**config.mk**
```make
export PLATFORM = sky130hd
export DESIGN_NAME = uart_byte_receiver
export DESIGN_NICKNAME = d
export VERILOG_FILES = /design/src/rtl/uart_byte_receiver.sv
export SDC_FILE = /design/constraint.sdc
export NUM_CORES = 1
export LEC_CHECK = 0
export ABC_AREA = 0
export ABC_CLOCK_PERIOD_IN_PS = 4300
export CAP_MARGIN = 20
export CELL_PAD_IN_SITES_DETAIL_PLACEMENT = 1
export CELL_PAD_IN_SITES_GLOBAL_PLACEMENT = 1
export CORE_MARGIN = 3
export CORE_UTILIZATION = 35
export DETAILED_ROUTE_END_ITERATION = 10
export PLACE_DENSITY_LB_ADDON = 0.1
export SLEW_MARGIN = 20
export SYNTH_ARGS = -nofsm -noshare
export SYNTH_HDL_FRONTEND = slang
export SYNTH_SLANG_ARGS = --single-unit
```
**constraint.sdc**
```tcl
create_clock -name clock -period 4.3 [get_ports clock]
set_input_delay 0.86 -clock clock [delete_from_list [all_inputs] [get_ports clock]]
set_output_delay 0.86 -clock clock [all_outputs]
set_load 0.1 [all_outputs]
```
**src/rtl/uart_byte_receiver.sv**
```systemverilog
// ---------------------------------------------------------------------------
// uart_byte_receiver
//   Receive-side UART front end for the Trax move link. Recovers 8N1 bytes
//   from the asynchronous serial line and hands each good byte to the move
//   transceiver with a one-clock strobe.
//
//   Ports
//     clock        in   1  system clock, all state on posedge
//     reset        in   1  asynchronous, active-low reset
//     rx           in   1  serial line, idle high, asynchronous to clock
//     rx_data      out  8  last correctly framed byte (LSB received first)
//     rx_finish    out  1  one-clock pulse: rx_data just updated
//     frame_error  out  1  one-clock pulse: stop bit sampled low
//     busy         out  1  high from start-edge detection until back in IDLE
// ---------------------------------------------------------------------------
module uart_byte_receiver #(
   parameter int clk_rate  = 9600000,
   parameter int baud_rate = 9600
) (
   input  logic       clock,
   input  logic       reset,
   input  logic       rx,
   output logic [7:0] rx_data,
   output logic       rx_finish,
   output logic       frame_error,
   output logic       busy
);

   localparam int TIME_UNIT = clk_rate / baud_rate;
   localparam int MID       = TIME_UNIT / 2;
   localparam int CW        = (TIME_UNIT > 1) ? $clog2(TIME_UNIT) : 1;

   localparam logic [CW-1:0] C_LAST = CW'(TIME_UNIT - 1);
   localparam logic [CW-1:0] C_S0   = CW'(MID - 1);
   localparam logic [CW-1:0] C_S1   = CW'(MID);
   localparam logic [CW-1:0] C_DEC  = CW'(MID + 1);

   // The three vote samples and the end-of-bit tick must be distinct counts.
   if (TIME_UNIT < 8) begin : g_bad_rate
      $error("uart_byte_receiver: clk_rate/baud_rate must be >= 8");
   end

   typedef enum logic [1:0] {S_IDLE, S_START, S_DATA, S_STOP} state_t;

   state_t          r_state;
   state_t          w_next;
   logic            r_sync1;
   logic            r_rx_s;
   logic            r_rx_prev;
   logic [CW-1:0]   r_bit_cnt;
   logic [2:0]      r_bit_idx;
   logic            r_smp0;
   logic            r_smp1;
   logic [7:0]      r_shift;

   logic            w_vote;
   logic            w_dec;
   logic            w_last;
   logic            w_stop_dec;

   // Third sample is the live rx_s, taken in the decision cycle itself.
   assign w_vote     = (r_smp0 & r_smp1) | (r_smp0 & r_rx_s) | (r_smp1 & r_rx_s);
   assign w_dec      = (r_bit_cnt == C_DEC);
   assign w_last     = (r_bit_cnt == C_LAST);
   assign w_stop_dec = (r_state == S_STOP) && w_dec;
   assign busy       = (r_state != S_IDLE);

   // ---------------- next-state ----------------
   always_comb begin
      w_next = r_state;
      unique case (r_state)
         S_IDLE: begin
            // Only a fresh 1->0 edge starts a frame; a held-low line does not.
            if (r_rx_prev && !r_rx_s) w_next = S_START;
         end
         S_START: begin
            if (w_dec && w_vote) w_next = S_IDLE;   // start bit was a glitch
            else if (w_last)     w_next = S_DATA;
         end
         S_DATA: begin
            if (w_last && (r_bit_idx == 3'd7)) w_next = S_STOP;
         end
         S_STOP: begin
            // Leave at mid-stop so a back-to-back start edge is not missed.
            if (w_dec) w_next = S_IDLE;
         end
         default: w_next = S_IDLE;
      endcase
   end

   // ---------------- state register ----------------
   always_ff @(posedge clock or negedge reset) begin
      if (!reset) r_state <= S_IDLE;
      else        r_state <= w_next;
   end

   // ---------------- synchroniser and datapath ----------------
   always_ff @(posedge clock or negedge reset) begin
      if (!reset) begin
         r_sync1     <= 1'b1;
         r_rx_s      <= 1'b1;
         r_rx_prev   <= 1'b1;
         r_bit_cnt   <= '0;
         r_bit_idx   <= 3'd0;
         r_smp0      <= 1'b1;
         r_smp1      <= 1'b1;
         r_shift     <= 8'h00;
         rx_data     <= 8'h00;
         rx_finish   <= 1'b0;
         frame_error <= 1'b0;
      end else begin
         r_sync1   <= rx;
         r_rx_s    <= r_sync1;
         r_rx_prev <= r_rx_s;

         // Counter is held at 0 in IDLE so START always begins at count 0.
         if (r_state == S_IDLE) r_bit_cnt <= '0;
         else if (w_last)       r_bit_cnt <= '0;
         else                   r_bit_cnt <= r_bit_cnt + 1'b1;

         if (r_state == S_START)                r_bit_idx <= 3'd0;
         else if (r_state == S_DATA && w_last)  r_bit_idx <= r_bit_idx + 3'd1;

         if (r_bit_cnt == C_S0) r_smp0 <= r_rx_s;
         if (r_bit_cnt == C_S1) r_smp1 <= r_rx_s;

         if (r_state == S_DATA && w_dec) r_shift[r_bit_idx] <= w_vote;

         rx_finish   <= w_stop_dec &&  w_vote;
         frame_error <= w_stop_dec && !w_vote;
         if (w_stop_dec && w_vote) rx_data <= r_shift;
      end
   end

endmodule

```
# Word-level counts from Yosys, hierarchy flattened
# Index checks and enable logic that the tools add are counted.
# W data, S select, Z words.
# classes
n_mux	13
magnitude_cmp	2
bitwise_logic	5
n_reduce_logical	15
n_addsub	2
eq_ne	12
# op_table
cell	n
$eq A10 B9 Y1 const B	3
$mux W10	2
$add A10 B1 Y10 const B	1
$eq A10 B10 Y1 const B	1
$mux W2	5
$logic_and A1 B1 Y1	9
$bwmux W8	1
$pmux W2 S4	1
$mux W3	2
$ne A2 B2 Y1 const B	3
$eq A2 B2 Y1 const B	2
$lt A3 B4 Y1 const B	1
$reduce_and A4 Y1	1
$reduce_bool A2 Y1	2
$add A3 B1 Y3 const B	1
$and A1 B1 Y1	3
$demux W1 S3	1
$eq A3 B3 Y1 const B	1
$ge A3 B1 Y1 const B	1
$ne A3 B3 Y1 const B	1
$eq A2 B1 Y1 const B	1
$logic_not A1 Y1	2
$logic_not A2 Y1	1
$or A1 B1 Y1	2
$mux W1	1
# totals
ff_bits	38
in_bits	3
word_cells	61

# Longest topological paths before layout
# logic_depth
ltp_word	6
mapped_depth	5
ltp_nobuf	5

# Worst setup path after synthesis
# Ideal clock, no wire load.
# synth_path
path_kind	register to output
startpoint	register r_state[0]
endpoint	output busy
arrival_time_ns	1.349
required_ns	3.440
setup_slack_ns	2.091
path_stages_with_launch	4
path_buffers	1
path_cell_list	dfrtp_1 > clkbuf_1 > nor2_1 > inv_1
# synth_via
elab_chain_cells	1
# synth_lines
element	line	text
start: declaration	45	state_t r_state;
start signal: assignment	94	else r_state <= w_next;
$reduce_bool A2 Y1	66	assign busy = (r_state != S_IDLE);
end: declaration	26	output logic busy
# No other way between the ends.

==> impl_metrics.env <==
export IMPL_highest_layer="met4"
export IMPL_numCtsBuffers=5
export IMPL_die_h_um=79.5
export IMPL_routedWlPerCell_um=16.4
export IMPL_status="completed"
export IMPL_r2r_start="r_bit_cnt[1]$_DFF_PN0_"
export IMPL_rows=26
export IMPL_antenna_found_initial=0
export IMPL_cts_root_buffer="clkbuf_8"
export IMPL_detail_route_antenna_nets=0
export IMPL_reg2reg_to="r_shift[0]$_DFFE_PN0P_"
export IMPL_wl_met3_um=107
export IMPL_drt_iter0_markers=92
export IMPL_yosysSeqAreaShare_pct=50.6
export IMPL_start_util_pct=36.6
export IMPL_cts_resized=0
export IMPL_hold_path_class="register to register"
export IMPL_layout_min_cycle_time_ns=3.12
export IMPL_cts_hold_buf=0
export IMPL_clockBufferDepth=2
export IMPL_synth_edf_count=0
export IMPL_firstDrtPassIters=4
export IMPL_seq_power_share_pct=52.6
export IMPL_rsz0062_at_grt="no"
export IMPL_postLayoutCellArea_um2=2160
export IMPL_grt_overflow_total=0
export IMPL_die_area_um2=6330
export IMPL_avgSynthCellArea_um2=11.8
export IMPL_drv_slew=0
export IMPL_port_buffers=13
export IMPL_ys_ff_latch=38
export IMPL_relSlewSlack_pct=34.4
export IMPL_p_sw_share_pct=30.4
export IMPL_final_nets=182
export IMPL_critical_path_endpoint_type="output pin"
export IMPL_critical_path_required_ns=3.44
export IMPL_clock_skew_ns=0.00602
export IMPL_synth_cells=161
export IMPL_drive_above_1_share_pct=17.7
export IMPL_pwr_share_comb_pct=15.8
export IMPL_diodes=0
export IMPL_switchingPower_mw=0.248
export IMPL_vias=1335
export IMPL_tightest_slew_ns=0.981
export IMPL_finalHoldViolCount=0
export IMPL_period_share_pct=72.5
export IMPL_tritoncts="built"
export IMPL_hold_start="r_sync1$_DFF_PN1_"
export IMPL_yosysWarnings=0
export IMPL_met2_length_um=1990
export IMPL_drt_met1_wl_um=1840
export IMPL_clock_latency_ns=0.29
export IMPL_place_gp_congestion=0.729
export IMPL_avgViaCountPerCell=5.45
export IMPL_syn2layout_area_growth_pct=14.3
export IMPL_netlist_area_um2=1890
export IMPL_maxCapViolations=0
export IMPL_grt_pass1_vias=1441
export IMPL_clockPowerShare_pct=31.7
export IMPL_grt_first_pass_wirelength_um=7290
export IMPL_internal_power_mw=0.567
export IMPL_ys_flop_type="dfrtp_1"
export IMPL_yosysUniqueCellTypes=44
export IMPL_tns_ns=0
export IMPL_grt_use_total_pct=14.8
export IMPL_fp_dieW_um=79.5
export IMPL_htreeDepth=2
export IMPL_peakVddDrop_mv=0.198
export IMPL_place_hpwl_um=2880
export IMPL_rrSetupSlack_ns=2.32
export IMPL_worstSetupPathType="register to output pin"
export IMPL_drc_errors=0
export IMPL_worstPathArrival_ns=2.26
export IMPL_leakage_nw=0.980
export IMPL_crit_path_max_fanout=15
export IMPL_start_kind="register"
export IMPL_async_flop_share_pct=100
export IMPL_clk_pin_slew_ns=0.07
export IMPL_final_setup_viol_count=0
export IMPL_drt_wl_total_um=4010
export IMPL_power_density_nw_per_um2=376
export IMPL_syn_nets=169
export IMPL_coreArea_um2=5170
export IMPL_ios=14
export IMPL_fmax_mhz=321
export IMPL_reg2regPathDepth=5
export IMPL_hold_end="r_rx_s$_DFF_PN1_"
export IMPL_min_path_cells=0
export IMPL_clock_sinks=38
export IMPL_placed_area_um2=2070
export IMPL_grt_max_degree=39
export IMPL_post_cts_repair_setup_buffers=0
export IMPL_fin_util_pct=41.8
[worst max-delay path: stages (launching register included)]
cell and delay [ns]:
dfrtp_1 0.56, nor2_1 0.13, inv_1 0.13, clkdlybuf4s50_1 1.15
[power by group through the flow]
| stage | combinational [mW] | clock, mW | sequential (mW) |
|---|---|---|---|
| floorplan | 0.112 | 0 | 0.413 |
| global placement | 0.126 | 0 | 0.432 |
| detailed placement | 0.131 | 0 | 0.436 |
| CTS | 0.133 | 0.266 | 0.429 |
| global route | 0.146 | 0.287 | 0.437 |
| finish | 0.128 | 0.258 | 0.428 |
[synth_stat cells, drive strengths merged (2+ instances only)]
master | count | area [um2]
or3 | 4 | 26.3
mux2 | 18 | 203
and4 | 2 | 17.5
nor2 | 8 | 30.0
inv | 7 | 26.3
o21ai | 5 | 25.0
and3 | 3 | 18.8
dfstp | 5 | 131
nand3b | 7 | 52.6
a41oi | 2 | 17.5
or3b | 2 | 17.5
a21oi | 5 | 25.0
or4 | 2 | 15.0
nor4 | 11 | 68.8
dfrtp | 33 | 826
xnor2 | 2 | 17.5
ha | 5 | 62.6
o31ai | 2 | 28.8
nand4 | 4 | 46.3
clkbuf | 4 | 15.0
and2 | 3 | 18.8
nand2 | 3 | 11.3
buf | 3 | 21.3
a211o | 2 | 17.5
nand3 | 7 | 35.0
[cells by family after synthesis]
| logic type | count (synthesis) | share of synthesized area [%] |
|---|---|---|
| and+or+nand+nor | 62 | 22.3 |
| DFF | 38 | 50.6 |
| AOI/OAI and AO/OA | 20 | 7.87 |
| muxes | 18 | 10.7 |
| buffers and inverters | 14 | 3.30 |
| adders and majority gates | 6 | 3.83 |
| xor gates and xnor gates | 3 | 1.39 |
[metal layers]
layer  global-route usage (%)  vias up
met5                        0        -
met2                     23.7       17
met1                     19.8      682
met3                     2.71        7
li1                         -      629
met4                     5.67        0
[cell type report]
class,count,area [um2]
Multi-Input combinational cell,109,873
Timing Repair Buffer,13,125
Sequential cell,38,957
Fill cell,559,3010
Tap cell,70,87.6
Inverter,7,26.3
Clock inverter,2,12.5
Clock buffer,6,82.6
[state kept, by name, indices dropped and copies added, names as in the netlist, 3 cells and up, named ones only]
register   count
r_bit_cnt     10
rx_data        8
r_bit_idx      3
r_shift        8
[cells in the final DEF (no fill, tap or decap), drive strengths merged, types with 6 or more instances in the layout]
cell	count
nand3	7
nor4	11
inv	7
mux2	18
nand3b	7
clkbuf	6
dfrtp	33
nor2	8
clkdlybuf4s50	12
[per-stage QoR]
step	setup WS, ns	power, mW	cells	hold WS (ns)
floorplan	2.09	0.524	161	0.345
global placement	1.54	0.558	237	0.346
detailed placement	1.49	0.567	237	0.351
CTS	1.17	0.828	245	0.363
global route	1.06	0.870	245	0.370
finish	1.18	0.815	245	0.361
[worst max path at each step]
stage	cells after the start	slack, ns	end
after floorplan	3	2.09	busy
after global placement	3	1.54	busy
after detailed placement	3	1.49	busy
after CTS	3	1.17	busy
after global routing	3	1.06	busy
final	3	1.18	busy
(Power assumes the default switching activity.)
